<file path="src/rtl/uart_rx_frame.sv">
// UART receive front end: 2-flop synchroniser, 3-sample majority voting, one-entry holding buffer.
// Define UART_RX_PARITY_EN to add a parity bit after the data bits (PARITY_ODD selects the sense).
module uart_rx_frame #(
    parameter int SYS_FREQ   = 50000000,
    parameter int BAUD_RATE  = 9600,
    parameter int OVERSAMPLE = 16,
    parameter int TICK_DIV   = SYS_FREQ / (BAUD_RATE * OVERSAMPLE),
    parameter int DATA_BITS  = 8,
    parameter int STOP_BITS  = 1,
    parameter int PARITY_ODD = 0
) (
    input  logic                 clk,
    input  logic                 reset_n,
    input  logic                 rx,
    output logic [DATA_BITS-1:0] dout,
    output logic                 recv_req,
    input  logic                 recv_ack,
    output logic                 frame_err,
    output logic                 parity_err,
    output logic                 overrun
);

    localparam int DW  = $clog2(TICK_DIV + 1);
    localparam int TW  = $clog2(OVERSAMPLE);
    localparam int MID = OVERSAMPLE / 2 - 1;

    localparam logic [DW-1:0] DIV_LAST  = DW'(TICK_DIV - 1);
    localparam logic [TW-1:0] T_S0      = TW'(MID - 1);
    localparam logic [TW-1:0] T_S1      = TW'(MID);
    localparam logic [TW-1:0] T_S2      = TW'(MID + 1);
    localparam logic [TW-1:0] T_LAST    = TW'(OVERSAMPLE - 1);
    localparam logic [3:0]    DATA_LAST = 4'(DATA_BITS - 1);
    localparam logic [3:0]    STOP_LAST = 4'(STOP_BITS - 1);

    if (DATA_BITS < 5 || DATA_BITS > 9 || STOP_BITS < 1 || STOP_BITS > 2 ||
        OVERSAMPLE < 8 || (OVERSAMPLE % 2) != 0 || TICK_DIV < 1 ||
        PARITY_ODD < 0 || PARITY_ODD > 1) begin : g_bad_cfg
        $error("uart_rx_frame: illegal parameter combination");
    end

    typedef enum logic [2:0] {
        IDLE,
        START,
        DATA,
`ifdef UART_RX_PARITY_EN
        PARITY,
`endif
        STOP
    } state_t;

    state_t               state, state_nxt;
    logic                 rx_meta, rx_s;
    logic [DW-1:0]        div_cnt;
    logic [TW-1:0]        tick_cnt;
    logic [3:0]           bit_cnt;
    logic [1:0]           samp;
    logic [DATA_BITS-1:0] shreg;
    logic                 armed;
    logic                 fe_pend;
    logic                 tick, last_smp, bit_end, maj;
    logic                 start_go, shift_en, stop_smp, frame_done;
`ifdef UART_RX_PARITY_EN
    localparam logic P_ODD = (PARITY_ODD != 0);
    logic                 par_smp, pe_pend, pe_q;
`endif

    always_ff @(posedge clk or negedge reset_n) begin
        if (!reset_n) {rx_s, rx_meta} <= 2'b11;
        else          {rx_s, rx_meta} <= {rx_meta, rx};
    end

    assign tick     = (div_cnt == DIV_LAST);
    assign last_smp = tick && (tick_cnt == T_S2);
    assign bit_end  = tick && (tick_cnt == T_LAST);
    // Majority of the two earlier window samples and the live third one.
    assign maj = (samp[1] & samp[0]) | (samp[1] & rx_s) | (samp[0] & rx_s);

    always_ff @(posedge clk or negedge reset_n) begin
        if (!reset_n) begin
            div_cnt  <= '0;
            tick_cnt <= '0;
            samp     <= '0;
        end else begin
            if (start_go || tick) div_cnt <= '0;
            else                  div_cnt <= div_cnt + DW'(1);

            if (start_go)     tick_cnt <= '0;
            else if (tick)    tick_cnt <= (tick_cnt == T_LAST) ? '0 : tick_cnt + TW'(1);

            if (tick && (tick_cnt == T_S0 || tick_cnt == T_S1))
                samp <= {samp[0], rx_s};
        end
    end

    always_ff @(posedge clk or negedge reset_n) begin
        if (!reset_n) state <= IDLE;
        else          state <= state_nxt;
    end

    always_comb begin
        state_nxt = state;
        case (state)
            IDLE:  if (tick && !rx_s && armed) state_nxt = START;
            START: begin
                if (last_smp && maj) state_nxt = IDLE;
                else if (bit_end)    state_nxt = DATA;
            end
            DATA: if (bit_end && bit_cnt == DATA_LAST) begin
`ifdef UART_RX_PARITY_EN
                state_nxt = PARITY;
`else
                state_nxt = STOP;
`endif
            end
`ifdef UART_RX_PARITY_EN
            PARITY: if (bit_end) state_nxt = STOP;
`endif
            STOP:  if (last_smp && bit_cnt == STOP_LAST) state_nxt = IDLE;
            default: state_nxt = IDLE;
        endcase
    end

    always_comb begin
        start_go   = 1'b0;
        shift_en   = 1'b0;
        stop_smp   = 1'b0;
        frame_done = 1'b0;
`ifdef UART_RX_PARITY_EN
        par_smp    = 1'b0;
`endif
        case (state)
            IDLE: start_go = tick && !rx_s && armed;
            DATA: shift_en = last_smp;
`ifdef UART_RX_PARITY_EN
            PARITY: par_smp = last_smp;
`endif
            STOP: begin
                stop_smp   = last_smp;
                frame_done = last_smp && (bit_cnt == STOP_LAST);
            end
            default: ;
        endcase
    end

    // armed holds off a new START after a break until the line is seen idle.
    always_ff @(posedge clk or negedge reset_n) begin
        if (!reset_n) begin
            bit_cnt <= '0;
            shreg   <= '0;
            armed   <= 1'b0;
            fe_pend <= 1'b0;
        end else begin
            if (state_nxt != state)
                bit_cnt <= '0;
            else if (bit_end && (state == DATA || state == STOP))
                bit_cnt <= bit_cnt + 4'd1;

            if (start_go)                       armed <= 1'b0;
            else if (state == IDLE && tick && rx_s) armed <= 1'b1;

            if (shift_en) shreg <= {maj, shreg[DATA_BITS-1:1]};

            if (start_go)              fe_pend <= 1'b0;
            else if (stop_smp && !maj) fe_pend <= 1'b1;
        end
    end

`ifdef UART_RX_PARITY_EN
    always_ff @(posedge clk or negedge reset_n) begin
        if (!reset_n)     pe_pend <= 1'b0;
        else if (start_go) pe_pend <= 1'b0;
        else if (par_smp)  pe_pend <= maj ^ (^shreg) ^ P_ODD;
    end
    assign parity_err = pe_q;
`else
    assign parity_err = 1'b0;
`endif

    // A completing frame loads when the buffer is empty or being acked this cycle.
    always_ff @(posedge clk or negedge reset_n) begin
        if (!reset_n) begin
            dout      <= '0;
            recv_req  <= 1'b0;
            frame_err <= 1'b0;
            overrun   <= 1'b0;
`ifdef UART_RX_PARITY_EN
            pe_q      <= 1'b0;
`endif
        end else begin
            overrun <= 1'b0;
            if (frame_done) begin
                if (!recv_req || recv_ack) begin
                    dout      <= shreg;
                    frame_err <= fe_pend | ~maj;
                    recv_req  <= 1'b1;
`ifdef UART_RX_PARITY_EN
                    pe_q      <= pe_pend;
`endif
                end else begin
                    overrun <= 1'b1;
                end
            end else if (recv_ack) begin
                recv_req <= 1'b0;
            end
        end
    end

endmodule

</file>
<file path="config.mk">
export PLATFORM = sky130hd
export DESIGN_NAME = uart_rx_frame
export DESIGN_NICKNAME = d
export VERILOG_FILES = /design/src/rtl/uart_rx_frame.sv
export SDC_FILE = /design/constraint.sdc
export NUM_CORES = 1
export LEC_CHECK = 0
export ABC_AREA = 1
export CAP_MARGIN = 20
export CORE_ASPECT_RATIO = 0.8
export CORE_UTILIZATION = 40
export DETAILED_ROUTE_END_ITERATION = 6
export PLACE_DENSITY = 0.6
export SKIP_LAST_GASP = 1
export SLEW_MARGIN = 10
export SYNTH_ARGS = -nofsm -noshare
export SYNTH_HDL_FRONTEND = slang
export SYNTH_SLANG_ARGS = --single-unit
</file>
<file path="constraint.sdc">
create_clock -name clk -period 3.4 [get_ports clk]
set_input_delay 1.02 -clock clk [delete_from_list [all_inputs] [get_ports clk]]
set_output_delay 1.02 -clock clk [all_outputs]
set_load 0.02 [all_outputs]
</file>
Yosys cells after proc, flatten, opt, wreduce, memory -nomap -nowiden:

Index checks and enable logic that the tools add are counted.

* $add $sub $neg: 3
* equality and inequality tests: 11
* mux-type cells: 25
* bitwise operators: 7
* reductions and logical operators: 28

Operators with widths (number)
* 2-to-1 mux 4 bit: 5
* 2-to-1 mux 3 bit: 5
* 2-to-1 mux 1 bit: 13
* == test 4 x 3 -> 1 bit, second input constant: 3
* logical AND 1 bit: 12
* one-hot mux 3 bit (4 select lines): 1
* nonzero test 2 bit: 5
* adder 9 x 1 -> 9 bit, second input constant: 1
* == test 9 bit, second input constant: 1
* 2-to-1 mux 9 bit: 1
* adder 4 x 1 -> 4 bit, second input constant: 2
* == test 4 bit, second input constant: 2
* == test 3 x 2 -> 1 bit, second input constant: 2
* logical NOT 4 bit: 1
* logical OR 1 bit: 4
* AND reduction 2 bit: 2
* bitwise AND 1 bit: 3
* == test 3 x 1 -> 1 bit, second input constant: 1
* logical NOT 1 bit: 3
* logical NOT 3 bit: 1
* inequality test 3 bit: 1
* OR 1 bit: 3
* inequality test 2 x 1 -> 1 bit, second input constant: 1
* NOT 1 bit: 1

* bits in registers: 45
* input port bits: 4
* output and inout port bits: 12

Logic depth before layout (Yosys ltp):

* word-level depth: 8
* mapped depth: 13

Worst setup path after synthesis:

OpenSTA, ideal clock, no wires.

* path kind: input to register
* start: input port recv_ack
* end: register frame_err
* setup time: 121 ps
* data arrival time: 1607 ps
* required time: 3279 ps
* path slack: 1671 ps
* stages: 5
* path buffers: 1
* cells stage by stage: nor2_1 nor3_4 inv_2 buf_6 o21ai_2

* longest elaborated chain between the ends: 2

Ends and longest elaborated chain
* start, declared: line 17 `input logic recv_ack,`
* logical OR 1 bit: line 192 `if (!recv_req || recv_ack) begin`
* AND reduction 2 bit (no source line)
* end signal, assigned: line 194 `frame_err <= fe_pend | ~maj;`
* end, declared: line 18 `output logic frame_err,`

No other way between the ends.
A chain may end at the register's enable or synchronous reset.

Worst setup path after layout:

* start: register frame_err
* end: output port frame_err

No word-level cell between the ends.

==> impl_metrics.yaml <==
outcome:
  outcome: "finished, final reports clean"
critical_path:
  slowest_delay_ns: 0.61
  path_buf_inv: 1
  path_class: "register to output pin"
  crit_path_end_kind: "output pin"
  crit_family: "buffers and inverters"
  cp_slowest_cell: "clkdlybuf4s50_1"
  cp_max_fo: 2
  cp.arrival_ns: 1.28
  start_kind: "register"
  required_ns: 2.38
  crit_chain: "clkdlybuf4s50_1"
synth:
  ys_async_sr_fraction_pct: 100
  synth_cells: 247
  ys_ff_latch: 45
  synth-edff-count: 0
  synth_cell_type_count: 37
  yosys_warnings: 0
  yosysSeqAreaShare_pct: 49.7
  avgSynthCellArea_sq_um: 9.20
  synth-main-ff-cell: "dfrtp_1"
  synth_area_sq_mm: 0.00227
pwr:
  max-vdd-ir-drop_mv: 0.190
  total_power_w: 0.000928
  cellLeakagePower_nw: 1.22
  p_per_area_mw_per_mm2: 359
cells_and_area:
  final_layout_size_suffix_gt1_share_pct: 18.7
  layout_commonest_cell: "dfrtp_1"
  syn_to_final_growth_pct: 13.8
  fin_area_sq_mm: 0.00258
  nets: 277
  diodes: 0
  layout_common_cells: "dfrtp_1, inv_1, nand2_1, nor2_1, o21ai_2"
  layout.cells.non_filler: 345
clock_network:
  cts_tree: "yes"
  clock-sinks: 45
  cts_resized: 0
  path_clk_slew_ns: 0.09
  cts_hold_buffers: 0
  clk_latency_ns: 0.30
  htree_levels: 2
  post-cts-setup-buffers: 0
  root_buffer: "clkbuf_8"
  cts_buffers: 5
  clockBufferDepth: 2
grt:
  first_global_vias: 1510
  antenna_found_initial: 0
  grt-busiest-layer: "met1"
  grt_overflow: 0
  grtUsageMet2_pct: 21.3
  grt_pass1_wl_um: 6980
  grt_util_all_layers_pct: 14.9
  grt_use_met3_pct: 4.29
  grt_max_degree: 45
  use_met1_pct: 21.7
floorplan:
  dieArea_sq_mm: 0.00599
  pin_count: 16
  initial_core_util_pct: 41.6
  num_rows: 24
  fp.dieW_um: 86.3
  coreArea_sq_mm: 0.00547
  die_height_um: 69.4
detailed_routing:
  viasPerCell: 4.45
  dr.pass1.iters: 4
  drc: 0
  ant_nets: 0
  drtIter0Drc: 98
  wl_um: 3780
  num_vias: 1534
  avgRoutedWirePerCell_um: 11.0
sta:
  fmax_mhz: 434
  fin_crit_ns: 2.30
  rsz0062_at_grt: "false"
  worstMarginPinSlew_ns: 0.725
  timing_hold_violations_final: 0
  setup_violations: 0
  min_period_over_period_pct: 67.8
  clock_skew_ns: 0.00857
  timing.slew.headroom_pct: 51.6
  fin_setup_tns_ns: 0
  drv_slew: 0
place:
  gp_congestion: 0.723
  place_area_sq_mm: 0.00247
  post-dp-hpwl_um: 2660
  placedCellCount: 336
  portBuffers: 14
flow_run:
  max-cap-violations: 0
min_path:
  hp-class: "register to register"
[power breakdown]
| group | internal, W | switching [W] |
|---|---|---|
| registers | 0.000542 | 0.00000353 |
| clock network | 0.000144 | 0.000194 |
| logic | 0.0000186 | 0.0000255 |
[cell type report]
cell class / instances / area (sq um)
timing repair buffer: 16 / 170
inverter: 45 / 169
fill: 550 / 2880
clock buffer: 5 / 68.8
tap: 78 / 97.6
multi-input combinational: 153 / 928
clock inverter: 3 / 22.5
sequential: 45 / 1130
[cells in the mapped netlist (2+ instances only)]
cell     instances  area [sq um]
nand2_2          6          37.5
nand3_1         13          65.1
ha_1             7          87.6
a21oi_1          7          35.0
dfrtp_1         43          1080
o21ai_0          7          35.0
a31oi_1          2          12.5
nand2_1         40           150
buf_6            2          22.5
nor2_1          22          82.6
o21ai_2         16           140
nand3_2          4          40.0
dfstp_2          2          52.6
nor2_4           2          22.5
inv_1           42           158
inv_2            3          11.3
xor2_1           5          43.8
nor3_1           5          25.0
[metal layers]
| layer | share of wire, % | vias to the layer above | routed length [um] |
|---|---|---|---|
| li1 | - | 813 | - |
| met1 | 54 | 690 | 2050 |
| met2 | 41 | 24 | 1560 |
| met3 | 3.1 | 7 | 116 |
| met4 | 1.5 | 0 | 58 |
| met5 | 0 | - | 0 |
[registers in the layout, indices dropped and copies added (netlist names), 2 cells and up]
signal	cells
samp	2
shreg	8
div_cnt	9
state	3
tick_cnt	4
bit_cnt	4
dout	8
[cell families (layout without fill, tap and decap cells)]
family,after synthesis,after routing,share of synthesized area [%]
simple gates,102,102,23.0
buf+inv,50,69,9.64
flops,45,45,49.7
compound gates,36,36,11.2
fa+ha+maj,7,7,3.85
xor+xnor,5,5,1.93
other cells,1,2,0.165
mux,1,1,0.496
[per-stage QoR]
stage | utilization [%] | setup slack (ns) | hold WS (ns)
3_5_place_dp | 45.1 | 1.09 | 0.353
2_1_floorplan | - | 1.67 | 0.345
4_1_cts | 46.8 | 1.09 | 0.366
3_3_place_gp | 45.1 | 1.15 | 0.347
5_1_grt | 47.3 | 1.05 | 0.369
6_report | 47.3 | 1.10 | 0.362
[worst paths after layout]
check	startpoint	endpoint	slack, ns	depth (start not counted)
max in group asynchronous	reset_n	rx_meta$_DFF_PN1_	2.15	2
worst min-delay path	rx_meta$_DFF_PN1_	rx_s$_DFF_PN1_	0.36	0
worst min register to register	rx_meta$_DFF_PN1_	rx_s$_DFF_PN1_	0.36	0
worst max-delay path	frame_err$_DFFE_PN0P_	frame_err	1.10	1
min in group asynchronous	reset_n	div_cnt[3]$_DFF_PN0_	0.70	1
worst max register to register	tick_cnt[0]$_DFFE_PN0N_	shreg[5]$_DFFE_PN0P_	1.49	8
Note: power is estimated with default switching activity, not from simulation.
